--- config.mk ---
export PLATFORM = sky130hd
export DESIGN_NAME = square_accumulate_pkt
export DESIGN_NICKNAME = d
export VERILOG_FILES = /design/src/rtl/square_accumulate_pkt.sv
export SDC_FILE = /design/constraint.sdc
export NUM_CORES = 1
export LEC_CHECK = 0
export CAP_MARGIN = 0
export CELL_PAD_IN_SITES_DETAIL_PLACEMENT = 0
export CELL_PAD_IN_SITES_GLOBAL_PLACEMENT = 2
export CORE_MARGIN = 2
export CORE_UTILIZATION = 40
export CTS_BUF_LIST = sky130_fd_sc_hd__clkbuf_8
export DETAILED_ROUTE_END_ITERATION = 12
export GPL_TIMING_DRIVEN = 0
export MAX_ROUTING_LAYER = met4
export PLACE_DENSITY = 0.9
export SLEW_MARGIN = 30
export SYNTH_ARGS = -nofsm -noshare
export SYNTH_HDL_FRONTEND = slang
export SYNTH_SLANG_ARGS = --single-unit
--- constraint.sdc ---
create_clock -name clk -period 7.3 [get_ports clk]
set_clock_uncertainty 0.1 [all_clocks]
set_input_delay 1.46 -clock clk [delete_from_list [all_inputs] [get_ports clk]]
set_output_delay 1.46 -clock clk [all_outputs]
set_load 0.05 [all_outputs]
--- src/rtl/square_accumulate_pkt.sv ---
// Packet sum-of-squares accumulator: squares each sample in stage 1 and accumulates
// bias plus the squares in stage 2. Emits one result per packet behind a valid/ready handshake.
module square_accumulate_pkt #(
  parameter int unsigned A_WIDTH  = 8,
  parameter int unsigned Z_WIDTH  = 24,
  parameter int unsigned SIGNED   = 1,
  parameter int unsigned SATURATE = 1
) (
  input  logic               clk,
  input  logic               rst_n,
  input  logic               s_valid,
  output logic               s_ready,
  input  logic [A_WIDTH-1:0] s_data,
  input  logic               s_last,
  input  logic [Z_WIDTH-1:0] bias,
  output logic               m_valid,
  input  logic               m_ready,
  output logic [Z_WIDTH-1:0] m_data,
  output logic               m_overflow
);

  localparam int unsigned SQ_W  = 2 * A_WIDTH;
  localparam int unsigned SUM_W = Z_WIDTH + 1;

  typedef enum logic [1:0] {ACCUM, DRAIN, OUTPUT} state_t;

  state_t             state_q, state_d;
  logic               s_ready_q, s_ready_d;
  logic               sq_valid_q, sq_last_q;
  logic [SQ_W-1:0]    sq_q;
  logic [Z_WIDTH-1:0] acc_q, acc_d;
  logic               ovf_q, ovf_d;
  logic               first_q, first_d;
  logic               m_valid_q, m_valid_d;
  logic [Z_WIDTH-1:0] m_data_q, m_data_d;
  logic               m_ovf_q, m_ovf_d;

  logic               beat_c;
  logic [SQ_W-1:0]    a_ext_c;
  logic [SQ_W-1:0]    sq_c;
  logic [Z_WIDTH-1:0] base_c;
  logic [SUM_W-1:0]   sum_c;

  assign beat_c = s_valid && s_ready_q;

  // Square of a sign- or zero-extended sample; the square is never negative, so the
  // low 2*A_WIDTH product bits hold the full magnitude.
  always_comb begin
    a_ext_c = (SIGNED != 0) ? SQ_W'($signed(s_data)) : SQ_W'(s_data);
    sq_c    = a_ext_c * a_ext_c;
  end

  assign base_c = first_q ? bias : acc_q;
  assign sum_c  = SUM_W'(base_c) + SUM_W'(sq_q);

  always_comb begin
    state_d   = state_q;
    acc_d     = acc_q;
    ovf_d     = ovf_q;
    first_d   = first_q;
    m_valid_d = m_valid_q;
    m_data_d  = m_data_q;
    m_ovf_d   = m_ovf_q;

    if (sq_valid_q) begin
      first_d = sq_last_q;
      if (sum_c[Z_WIDTH]) begin
        ovf_d = 1'b1;
        acc_d = (SATURATE != 0) ? {Z_WIDTH{1'b1}} : sum_c[Z_WIDTH-1:0];
      end else begin
        acc_d = sum_c[Z_WIDTH-1:0];
      end
    end

    case (state_q)
      ACCUM:  if (beat_c && s_last) state_d = DRAIN;
      DRAIN:  state_d = OUTPUT;
      OUTPUT: begin
        // First OUTPUT cycle captures the settled accumulator into the result registers.
        if (!m_valid_q) begin
          m_valid_d = 1'b1;
          m_data_d  = acc_q;
          m_ovf_d   = ovf_q;
        end else if (m_ready) begin
          state_d   = ACCUM;
          m_valid_d = 1'b0;
          m_data_d  = '0;
          m_ovf_d   = 1'b0;
          acc_d     = '0;
          ovf_d     = 1'b0;
          first_d   = 1'b1;
        end
      end
      default: state_d = ACCUM;
    endcase

    s_ready_d = (state_d == ACCUM);
  end

  always_ff @(posedge clk or negedge rst_n) begin
    if (!rst_n) begin
      state_q    <= ACCUM;
      s_ready_q  <= 1'b0;
      sq_valid_q <= 1'b0;
      sq_last_q  <= 1'b0;
      sq_q       <= '0;
      acc_q      <= '0;
      ovf_q      <= 1'b0;
      first_q    <= 1'b1;
      m_valid_q  <= 1'b0;
      m_data_q   <= '0;
      m_ovf_q    <= 1'b0;
    end else begin
      state_q    <= state_d;
      s_ready_q  <= s_ready_d;
      sq_valid_q <= beat_c;
      if (beat_c) begin
        sq_q      <= sq_c;
        sq_last_q <= s_last;
      end
      acc_q      <= acc_d;
      ovf_q      <= ovf_d;
      first_q    <= first_d;
      m_valid_q  <= m_valid_d;
      m_data_q   <= m_data_d;
      m_ovf_q    <= m_ovf_d;
    end
  end

  assign s_ready    = s_ready_q;
  assign m_valid    = m_valid_q;
  assign m_data     = m_data_q;
  assign m_overflow = m_ovf_q;

endmodule

## Yosys cells after proc, flatten, opt, wreduce, memory -nomap -nowiden

Cells that the tools add are included.

| word-level totals | value |
|---|---|
| register bits after elaboration | 73 |
| bits of input ports | 37 |
| output and inout port bits | 27 |
| word-level logic and storage cells | 46 |

| cells by class | value |
|---|---|
| add/sub/neg operators | 1 |
| multiply operators | 1 |
| eq/ne operators | 3 |
| muxes and demuxes | 25 |
| reductions and logical operators | 5 |

Operators by type and width:

| cell | number |
|---|---|
| two-way mux 24 bit | 8 |
| adder 24 x 16 -> 25 bit | 1 |
| multiplier 8 x 8 -> 16 bit | 1 |
| two-way mux 1 bit | 13 |
| two-way mux 2 bit | 3 |
| case mux 2 bit (3 select lines) | 1 |
| zero test 2 bit | 2 |
| equality test 2 x 1 -> 1 bit, second input constant | 1 |
| equality test 2 bit, second input constant | 1 |
| logical AND 1 bit | 2 |
| != test 2 bit, second input constant | 1 |
| AND reduction 2 bit | 1 |

## Depth between registers and ports, before layout

| logic depth | value |
|---|---|
| depth after elaboration | 7 |
| gate-level depth with buffers | 18 |
| gate-level depth less buffers | 18 |

## Worst setup path before layout

No wires, ideal clock.

| timing | value |
|---|---|
| path type | input -> register |
| start | input port s_data[7] |
| end | register sq_q[14] |
| library setup time | 0.096 ns |
| arrival time | 5.374 ns |
| required time | 7.104 ns |
| path slack | 1.731 ns |
| cell stages on the path | 14 |
| path buffers | 1 |
| path through | clkbuf_1 -> nand2_1 -> fa_1 -> fa_1 -> inv_1 -> fa_1 -> inv_1 -> fa_1 -> inv_1 -> ha_1 -> or3_1 -> o2111a_1 -> o21a_1 -> o31ai_1 |

| between the ends | value |
|---|---|
| longest elaborated chain between the ends | 1 |

RTL lines:

| what | line | source |
|---|---|---|
| from (decl) | 13 | `input logic [A_WIDTH-1:0] s_data,` |
| multiplier 8 x 8 -> 16 bit | 50 | `sq_c = a_ext_c * a_ext_c;` |
| to (signal assigned) | 118 | `sq_q <= sq_c;` |
| to (decl) | 30 | `logic [SQ_W-1:0] sq_q;` |

No other way between the ends.
A chain may end at the register's enable or synchronous reset.

## Final worst setup path

Ends and elaborated chain as after synthesis.

==> flow_summary_export.csv <==
group,metric,value,unit
status,status,"finished, final reports clean",
route,m1WireLength,6550,microns
critical_path,crit_end,"sq_q[14]",
sta,setup-tns-final,0,ns
synth,syn_avg_cell_area,9.39,sq um
cells_and_area,fin_cells,915,
sta,fmax,161,MHz
die,io_pins,64,
route,wl_met3,566,microns
sta,relSlewSlack,0.570,
hold_path,hold_depth,1,
hold_path,min_path_type,"reg -> reg",
synth,synth-edff-count,0,
route,wl,14200,microns
clock_network,clockRootBuffer,"clkbuf_8",
synth,ys.warnings.count,0,
synth,synth_mux_area_frac,0.0506,
clock_network,cts_resized,0,
pwr,p_total,3.21,mW
synth,synthesis.area,6080,sq um
synth,synth_top_family_by_area,"adder cells",
clock_network,cts_buffers,9,
synth,yosysTopAreaCellShare,0.292,
synth,synth_top_area_cell,"dfrtp_1",
sta,tightestPinTransition,0.645,ns
route,detail-route-antenna-nets,0,
placed_design,port_buffers,62,
route,drtIter0Drc,220,
critical_path,path_class,"in -> reg",
synth,ys_async_sr_fraction,1.00,
global_routing,grt_pass1_wl,24100,microns
critical_path,start_kind,"input pin",
synth,yosysMostFrequentCell,"inv_1",
die,core,15000,sq um
synth,seq_area_frac_synth,0.296,
global_routing,grt.total_usage,0.191,
global_routing,grt_max_degree,49,
clock_network,clkTransAtPathRegs,0.08,ns
sta,setup_violations,0,
cells_and_area,layout-drive-gt1-share,0.0784,
synth,synth_fa_ha_area_frac,0.225,
critical_path,required,7.46,ns
placed_design,placed_area,6970,sq um
pwr,p_per_area,449,nW/um^2
placed_design,gp_congestion,0.868,
cells_and_area,nets,844,
clock_network,clkSinkCount,72,
critical_path,crit_arrival,6.35,ns
critical_path,reg2reg_depth,14,
clock_network,cts_tree,"built",
die,die_area,16200,sq um
sta,period_minus_slack,6.20,ns
cells_and_area,syn2layout_area_growth,17.7,%
sta,timing.final.crit_share,0.849,
critical_path,r2r-end,"acc_q[19]",
sta,hold_viol,0,
synth,synth_xor_area_frac,0.0561,
cells_and_area,antennaDiodeCount,0,
synth,synth_common_cells,"80 x inv_1, 71 x dfrtp_1, 53 x o21ai_0, 51 x nand2_1, 46 x a21oi_1",
clock_network,ctsLongestPathBuffers,2,
synth,synthTopCellsByArea,"dfrtp_1 29%, fa_1 13%, ha_1 9.0%, inv_1 4.9%, o21ai_0 4.4%",
critical_path,startpoint,"s_data[7]",
die,die_w,127,microns
synth,ys_dominant_reg_cell,"dfrtp_1",
critical_path,r2r-start,"first_q",
global_routing,antenna_found_initial,0,
route,drt_first_pass_iters,4,
placed_design,place_inst,899,
global_routing,overflow,0,
critical_path,path_max_fanout,10,
route,viasPerCell,5.19,
synth,synth_compound_area_frac,0.186,
pwr,p_leak,3.23,nW
route,top_layer_used,"met4",
placed_design,post-place-ws,0.724,ns
clock_network,cts_setup_buffers,0,
die,die_h,127,microns
critical_path,cp-end-kind,"flip-flop",
job,drv_cap,0,
cells_and_area,final_area,7160,sq um
route,routedWlPerCell,15.5,microns
route,vias,4750,
sta,rsz0062_at_grt,"false",
sta,slew_violations,0,
clock_network,cts_hold_buf,0,
sta,hold_slack,0.367,ns
global_routing,grt_pass1_vias,4854,
synth,ys_seq_elements,72,
synth,synthSimpleGateAreaFrac,0.112,
route,drc,0,
placed_design,hpwl,11300,microns
sta,worst_slack,1.10,ns
synth,netlist_instances,648,
pwr,peakVddDrop,0.000137,V
synth,synth_cell_type_count,57,
die,initial_core_util,0.405,
die,num_rows,45,
clock_network,cts_max_level,3,
clock_network,clkLatencyLatePin,0.36,ns
critical_path,r2r_slack,2.82,ns
route,route.met2.wl,6880,microns
cells_and_area,fin_util,0.476,
synth,syn_nets,770,
[flip-flops by register name, summed over array words and instances, names as in the netlist]
name        flops
first_q         1
acc_q          24
ovf_q           1
sq_q           15
sq_last_q       1
m_data         24
state_q         2
m_valid         1
sq_valid_q      1
m_overflow      1
s_ready         1
[cells by family (layout without fill, tap and decap cells)]
logic type / count (synthesis) / after routing
flops: 72 / 72
simple gates: 137 / 137
compound gates: 176 / 176
buf+inv: 111 / 190
fa+ha+maj: 85 / 85
xor+xnor: 39 / 39
mux: 28 / 28
[layout make-up]
cell class / instances / area (sq um)
multi-input combinational: 465 / 3840
inverter: 80 / 300
clock inverter: 7 / 71.3
sequential: 72 / 1800
fill: 1427 / 7870
clock buffer: 9 / 124
timing repair buffer: 63 / 646
buffer: 31 / 143
tap: 188 / 235
[report_power, final]
part           leakage [nW]  switching [mW]  total [mW]  internal [mW]
registers             0.887           0.130       0.708          0.578
logic                  2.25            1.26        2.19          0.926
clock network        0.0916           0.161       0.319          0.158
[per-layer routing]
metal,up-vias,track usage
li1,2365,-
met1,2268,0.242
met2,97,0.322
met3,20,0.0268
met4,0,0.0517
met5,-,-
[critical path, cell delays in order]
cell	delay [ns]
clkdlybuf4s50_1	0.63
clkbuf_1	0.35
nand2_1	0.21
fa_1	0.64
fa_1	0.57
inv_1	0.05
fa_1	0.53
inv_1	0.05
fa_1	0.53
inv_1	0.04
ha_1	0.34
or3_1	0.37
o2111a_1	0.16
o21a_1	0.17
o31ai_1	0.25
[cells in the final DEF, fill, tap and decap left out, types with 6 or more instances in the layout]
master           count
nand2b_1             6
mux2_2              22
nand2_1             51
nor2_1              14
o21ai_0             53
clkbuf_8             9
ha_1                44
o21a_1              10
nand4_1              8
fa_1                41
nor3_1               9
inv_1               80
clkdlybuf4s50_1     61
a21oi_1             46
dfrtp_1             71
nand3_1             11
and2_1              16
xor2_1              13
a22o_1              25
xnor2_1             26
nor2b_1              7
clkbuf_1            22
mux2i_1              6
[worst min-delay path by stage]
stage                    start  slack (ns)    endpoint
floorplan           state_q[1]        0.33  state_q[0]
global placement    state_q[1]        0.34  state_q[0]
detailed placement  state_q[1]        0.36  state_q[0]
CTS                 state_q[1]        0.37  state_q[0]
global route        state_q[1]        0.42  state_q[0]
finish              state_q[1]        0.37  state_q[0]
No activity file was read; power rests on OpenSTA's default activity.
